**config.mk**
```make
export PLATFORM = sky130hd
export DESIGN_NAME = uart_rx
export DESIGN_NICKNAME = d
export VERILOG_FILES = /design/src/rtl/uart_rx.sv
export SDC_FILE = /design/constraint.sdc
export NUM_CORES = 1
export LEC_CHECK = 0
export ABC_CLOCK_PERIOD_IN_PS = 2550
export CORE_AREA = 2 2 154 156
export CTS_CLUSTER_SIZE = 28
export DETAILED_ROUTE_END_ITERATION = 12
export DIE_AREA = 0 0 156 158
export GPL_TIMING_DRIVEN = 1
export HOLD_SLACK_MARGIN = 0.06
export PLACE_DENSITY = 0.74
export SLEW_MARGIN = 20
export SYNTH_ARGS = -nofsm -noshare
export SYNTH_HDL_FRONTEND = slang
export SYNTH_SLANG_ARGS = --single-unit
export TNS_END_PERCENT = 10
```
**constraint.sdc**
```tcl
create_clock -name clk_i -period 2.55 [get_ports clk_i]
set_input_delay 0.51 -clock clk_i [delete_from_list [all_inputs] [get_ports clk_i]]
set_output_delay 0.51 -clock clk_i [all_outputs]
set_load 0.03 [all_outputs]
```
**src/rtl/uart_rx.sv**
```systemverilog
// uart_rx: 8N1 serial receiver feeding a 32-entry first-word-fall-through byte queue.
// One queue slot is always left empty so that full and empty can be told apart from the pointers alone.
module uart_rx (
    input  logic        clk_i,
    input  logic        rst_i,
    input  logic [15:0] baud_div_i,
    input  logic        rx_i,
    input  logic        re_i,
    output logic [7:0]  data_o,
    output logic        full_o,
    output logic        empty_o,
    output logic        frame_err_o,
    output logic        overrun_o
);
    localparam logic [3:0] IDLE = 4'd0, START = 4'd1, DATA_0 = 4'd2, STOP = 4'd10;
    logic        rx_m, rx_s;
    logic [3:0]  state;
    logic [15:0] cnt;
    logic [7:0]  shift;
    logic [7:0]  mem [32];
    logic [4:0]  write_ptr, read_ptr;
    logic        half_hit, bit_hit, push, pop;
    assign half_hit = cnt == (baud_div_i >> 1);
    assign bit_hit  = cnt == baud_div_i;
    assign push     = state == STOP && bit_hit && rx_s && !full_o;
    assign pop      = re_i && !empty_o;
    assign empty_o  = read_ptr == write_ptr;
    assign full_o   = 5'(write_ptr + 5'd1) == read_ptr;
    assign data_o   = mem[read_ptr];
    always_ff @(posedge clk_i) begin
        if (rst_i) begin
            rx_m        <= 1'b1;
            rx_s        <= 1'b1;
            state       <= IDLE;
            cnt         <= '0;
            shift       <= '0;
            write_ptr   <= '0;
            read_ptr    <= '0;
            frame_err_o <= 1'b0;
            overrun_o   <= 1'b0;
        end else begin
            rx_m        <= rx_i;
            rx_s        <= rx_m;
            frame_err_o <= 1'b0;
            overrun_o   <= 1'b0;
            cnt         <= cnt + 16'd1;
            if (push) write_ptr <= write_ptr + 5'd1;
            if (pop) read_ptr <= read_ptr + 5'd1;
            case (state)
                IDLE: if (!rx_s) begin
                    state <= START;
                    cnt   <= '0;
                end
                START: if (half_hit) begin
                    state <= rx_s ? IDLE : DATA_0;
                    cnt   <= '0;
                end
                // Leaving at mid-stop-bit lets a back-to-back start edge be caught.
                STOP: if (bit_hit) begin
                    state       <= IDLE;
                    cnt         <= '0;
                    frame_err_o <= !rx_s;
                    overrun_o   <= rx_s && full_o;
                end
                default: if (bit_hit) begin
                    shift[3'(state - DATA_0)] <= rx_s;
                    state <= state + 4'd1;
                    cnt   <= '0;
                end
            endcase
        end
    end
    always_ff @(posedge clk_i) begin
        if (push) mem[write_ptr] <= shift;
    end
endmodule

```
==> flow_metrics.py <==
metrics = {
    "run_status": {
        "run_status": "complete, but fails checks",
        "violations": "setup timing",
    },
    "worst_setup_path": {
        "r2r_cells": 8,
        "start_kind": "register",
        "critical-path-top-delay-family": "multiplexers",
        "cp_max_fo": 7,
        "crit_required_ps": 2040,
        "crit_arrival_ps": 2730,
        "cp-end-kind": "output pin",
        "slowest_delay_ps": 530,
        "critical_path_buf_inv_count": 3,
        "path_cells": "buf_12 > buf_12 > mux4_2 > mux4_2 > mux2_4 > buf_6",
        "cp.depth": 6,
        "path_class": "reg -> out",
        "slowest_stage": "mux4_2",
    },
    "yosys": {
        "synthSimpleGateAreaFrac_pct": 6.73,
        "synth_area_leaders": "edfxtp_1 (61%), mux4_2 (14%), dfxtp_1 (7.5%), xor2_1 (3.5%), nor2_1 (2.2%)",
        "yosysMostFrequentCell": "edfxtp_1",
        "synth_top_family_by_area": "multiplexers",
        "synth.avg_cell_area_um2": 17.9,
        "synth-edff-count": 256,
        "synth.distinct_cells": 48,
        "ys_ff_latch": 303,
        "syn_inst": 700,
        "ys_seq_area_share_pct": 68.9,
        "synth_common_cells": "edfxtp_1 (256), mux4_2 (80), nor2_1 (74)",
        "syn-num-nets": 730,
        "synth-xor-area-share_pct": 4.34,
        "synth_ff_type": "edfxtp_1",
        "synth_adder_area_share_pct": 1.00,
        "synthMuxAreaShare_pct": 15.8,
        "yosys_warnings": 0,
        "synth_top_area_cell": "edfxtp_1",
        "async_flop_share_pct": 0,
        "yosysTopAreaCellShare_pct": 61.4,
        "synth_compound_area_share_pct": 1.55,
        "syn_area_um2": 12500,
    },
    "power": {
        "p_leak_nw": 4.69,
        "powerDensity_nw_per_um2": 687,
        "vdd_drop_max_v": 0.000543,
        "fin_total_pwr_w": 0.0103,
    },
    "grt": {
        "gr-total-overflow": 0,
        "grt_max_degree": 35,
        "grt_usage_pct": 21.9,
        "grt_pass1_wl_um": 40000,
        "antenna_found_initial": 0,
        "grt_pass1_vias": 6826,
    },
    "place": {
        "placed_cells": 1063,
        "port_buffers": 31,
        "dpl_worst_slack_ps": -581,
        "dpl.hpwl_um": 16400,
        "place_congestion": 0.821,
        "placed_area_um2": 13800,
    },
    "final_layout": {
        "num_antenna_cells": 0,
        "utilization_pct": 65.1,
        "drive_above_1_share_pct": 32.3,
        "fill_cells": 1523,
        "stdcell_area_um2": 15000,
        "synthToLayoutAreaGrowth_pct": 19.9,
        "seq_area_um2": 8640,
        "layout.cells.non_filler": 1130,
        "nets": 846,
        "multi_input_area_um2": 3760,
    },
    "die": {
        "start_util_pct": 54.3,
        "core-area_um2": 23100,
        "fp.dieW_um": 156,
        "die_h_um": 158,
        "die_area_um2": 24600,
        "rows": 56,
        "pin_count": 32,
    },
    "timing": {
        "period_share_pct": 127,
        "fin_skew_ps": 12.8,
        "finalMaxSlewViolations": 0,
        "setup_viol": 9,
        "setup_ws_ps": -695,
        "slew_headroom_pct": 30.0,
        "rsz0062_at_grt": "yes",
        "hold_viol_final": 0,
        "fmax_mhz": 308,
        "tightest_slew_ps": 1050,
        "post-route-min-period_ps": 3240,
    },
    "clock_network": {
        "clock-sinks": 303,
        "cts_buffer_depth": 3,
        "cts-htree-levels": 1,
        "cts_hold_buffers": 0,
        "clk_root_buffer_cell": "clkbuf_16",
        "cts_buffers": 30,
        "clk-insertion-delay-late_ps": 540,
        "cts_tree": "yes",
        "clkTransAtPathRegs_ps": 60,
    },
    "route": {
        "drc": 0,
        "vias": 6673,
        "drtPass1Iterations": 5,
        "via_per_inst": 5.91,
        "antenna_left": 0,
        "wl_per_cell_um": 22.9,
        "drt_iter0_markers": 563,
        "routed_wl_um": 25900,
    },
    "job": {
        "cap_violations": 0,
    },
    "hold_path": {
        "holdCritPathClass": "reg -> reg",
        "min_path_cells": 1,
    },
}
report_power, final:
part / switching (W) / leakage [nW] / internal (W)
registers: 0.0000667 / 2.46 / 0.00532
logic: 0.000296 / 1.72 / 0.000240
clock network: 0.00180 / 0.506 / 0.00259
cell type report:
cell class | instances | share of cell area, %
well taps | 290 | 2.42
flip-flops and latches | 303 | 57.6
inverters | 7 | 0.192
clock inverters | 21 | 1.30
clock buffers | 35 | 5.40
multi-input cells | 351 | 25.0
repair buffers | 123 | 8.08
kinds of logic (layout without fill, tap and decap cells):
family / after synthesis / after routing
flops: 303 / 303
simple gates: 161 / 161
mux: 97 / 97
xor+xnor: 62 / 62
buf+inv: 46 / 186
compound gates: 21 / 21
fa+ha+maj: 10 / 10
cells in the final DEF, fill, tap and decap left out, drive strengths merged, types with 10 or more instances in the layout:
cell / netlist / final
edfxtp: 256 / 256
buf: 20 / 100
mux4: 80 / 80
nor2: 74 / 74
xor2: 50 / 50
dfxtp: 47 / 47
clkbuf: 19 / 36
clkdlybuf4s50: 0 / 21
nand2: 20 / 20
clkinv: 0 / 16
nand4: 13 / 13
xnor2: 12 / 12
ha: 10 / 10
nor4: 10 / 10
flip-flops by register name, summed over array words and instances (netlist names), 4 cells and up, named ones only:
register / cells
shift: 8
mem: 256
cnt: 16
read_ptr: 5
state: 4
write_ptr: 5
path summary, 6_finish.rpt:
path | start | end | slack (ps)
worst max-delay path | register | data_o[3] | -690
worst min-delay path | rx_m | rx_s | 410
worst max register to register | cnt[0] | mem[1][6] | 90
worst min register to register | rx_m | rx_s | 410
worst reg2reg max path, stage by stage (launching register included):
cell	delay, ps
dfxtp_1	460
xor2_1	150
nor4_4	400
nand4_4	170
a211oi_4	320
nand2_1	100
buf_4	180
nor2_1	150
buf_4	220
routing by layer:
metal  vias to the layer above  track usage [%]  share of wire (%)
met1                      3378             30.9                 42
met3                        49             3.91                7.7
li1                       2967                -                  -
met2                       279             35.7                 48
met5                         -                0                  0
met4                         0             5.72                2.2
repair_timing:
item | 4_1_cts | 5_1_grt
endpoints found under the setup margin | 10 | 202
gates cloned | 3 | 0
gates resized for setup | 70 | 20
buffers inserted | 3 | 6
pin swaps | 1 | 6
stage by stage:
| stage | setup TNS [ps] | hold WS, ps |
|---|---|---|
| after floorplan | 0 | 389 |
| after global placement | -94250 | 399 |
| after detailed placement | -106430 | 403 |
| after CTS | -5880 | 420 |
| after global routing | -5970 | 428 |
| final | -5450 | 414 |
No activity file was read; power rests on OpenSTA's default activity.
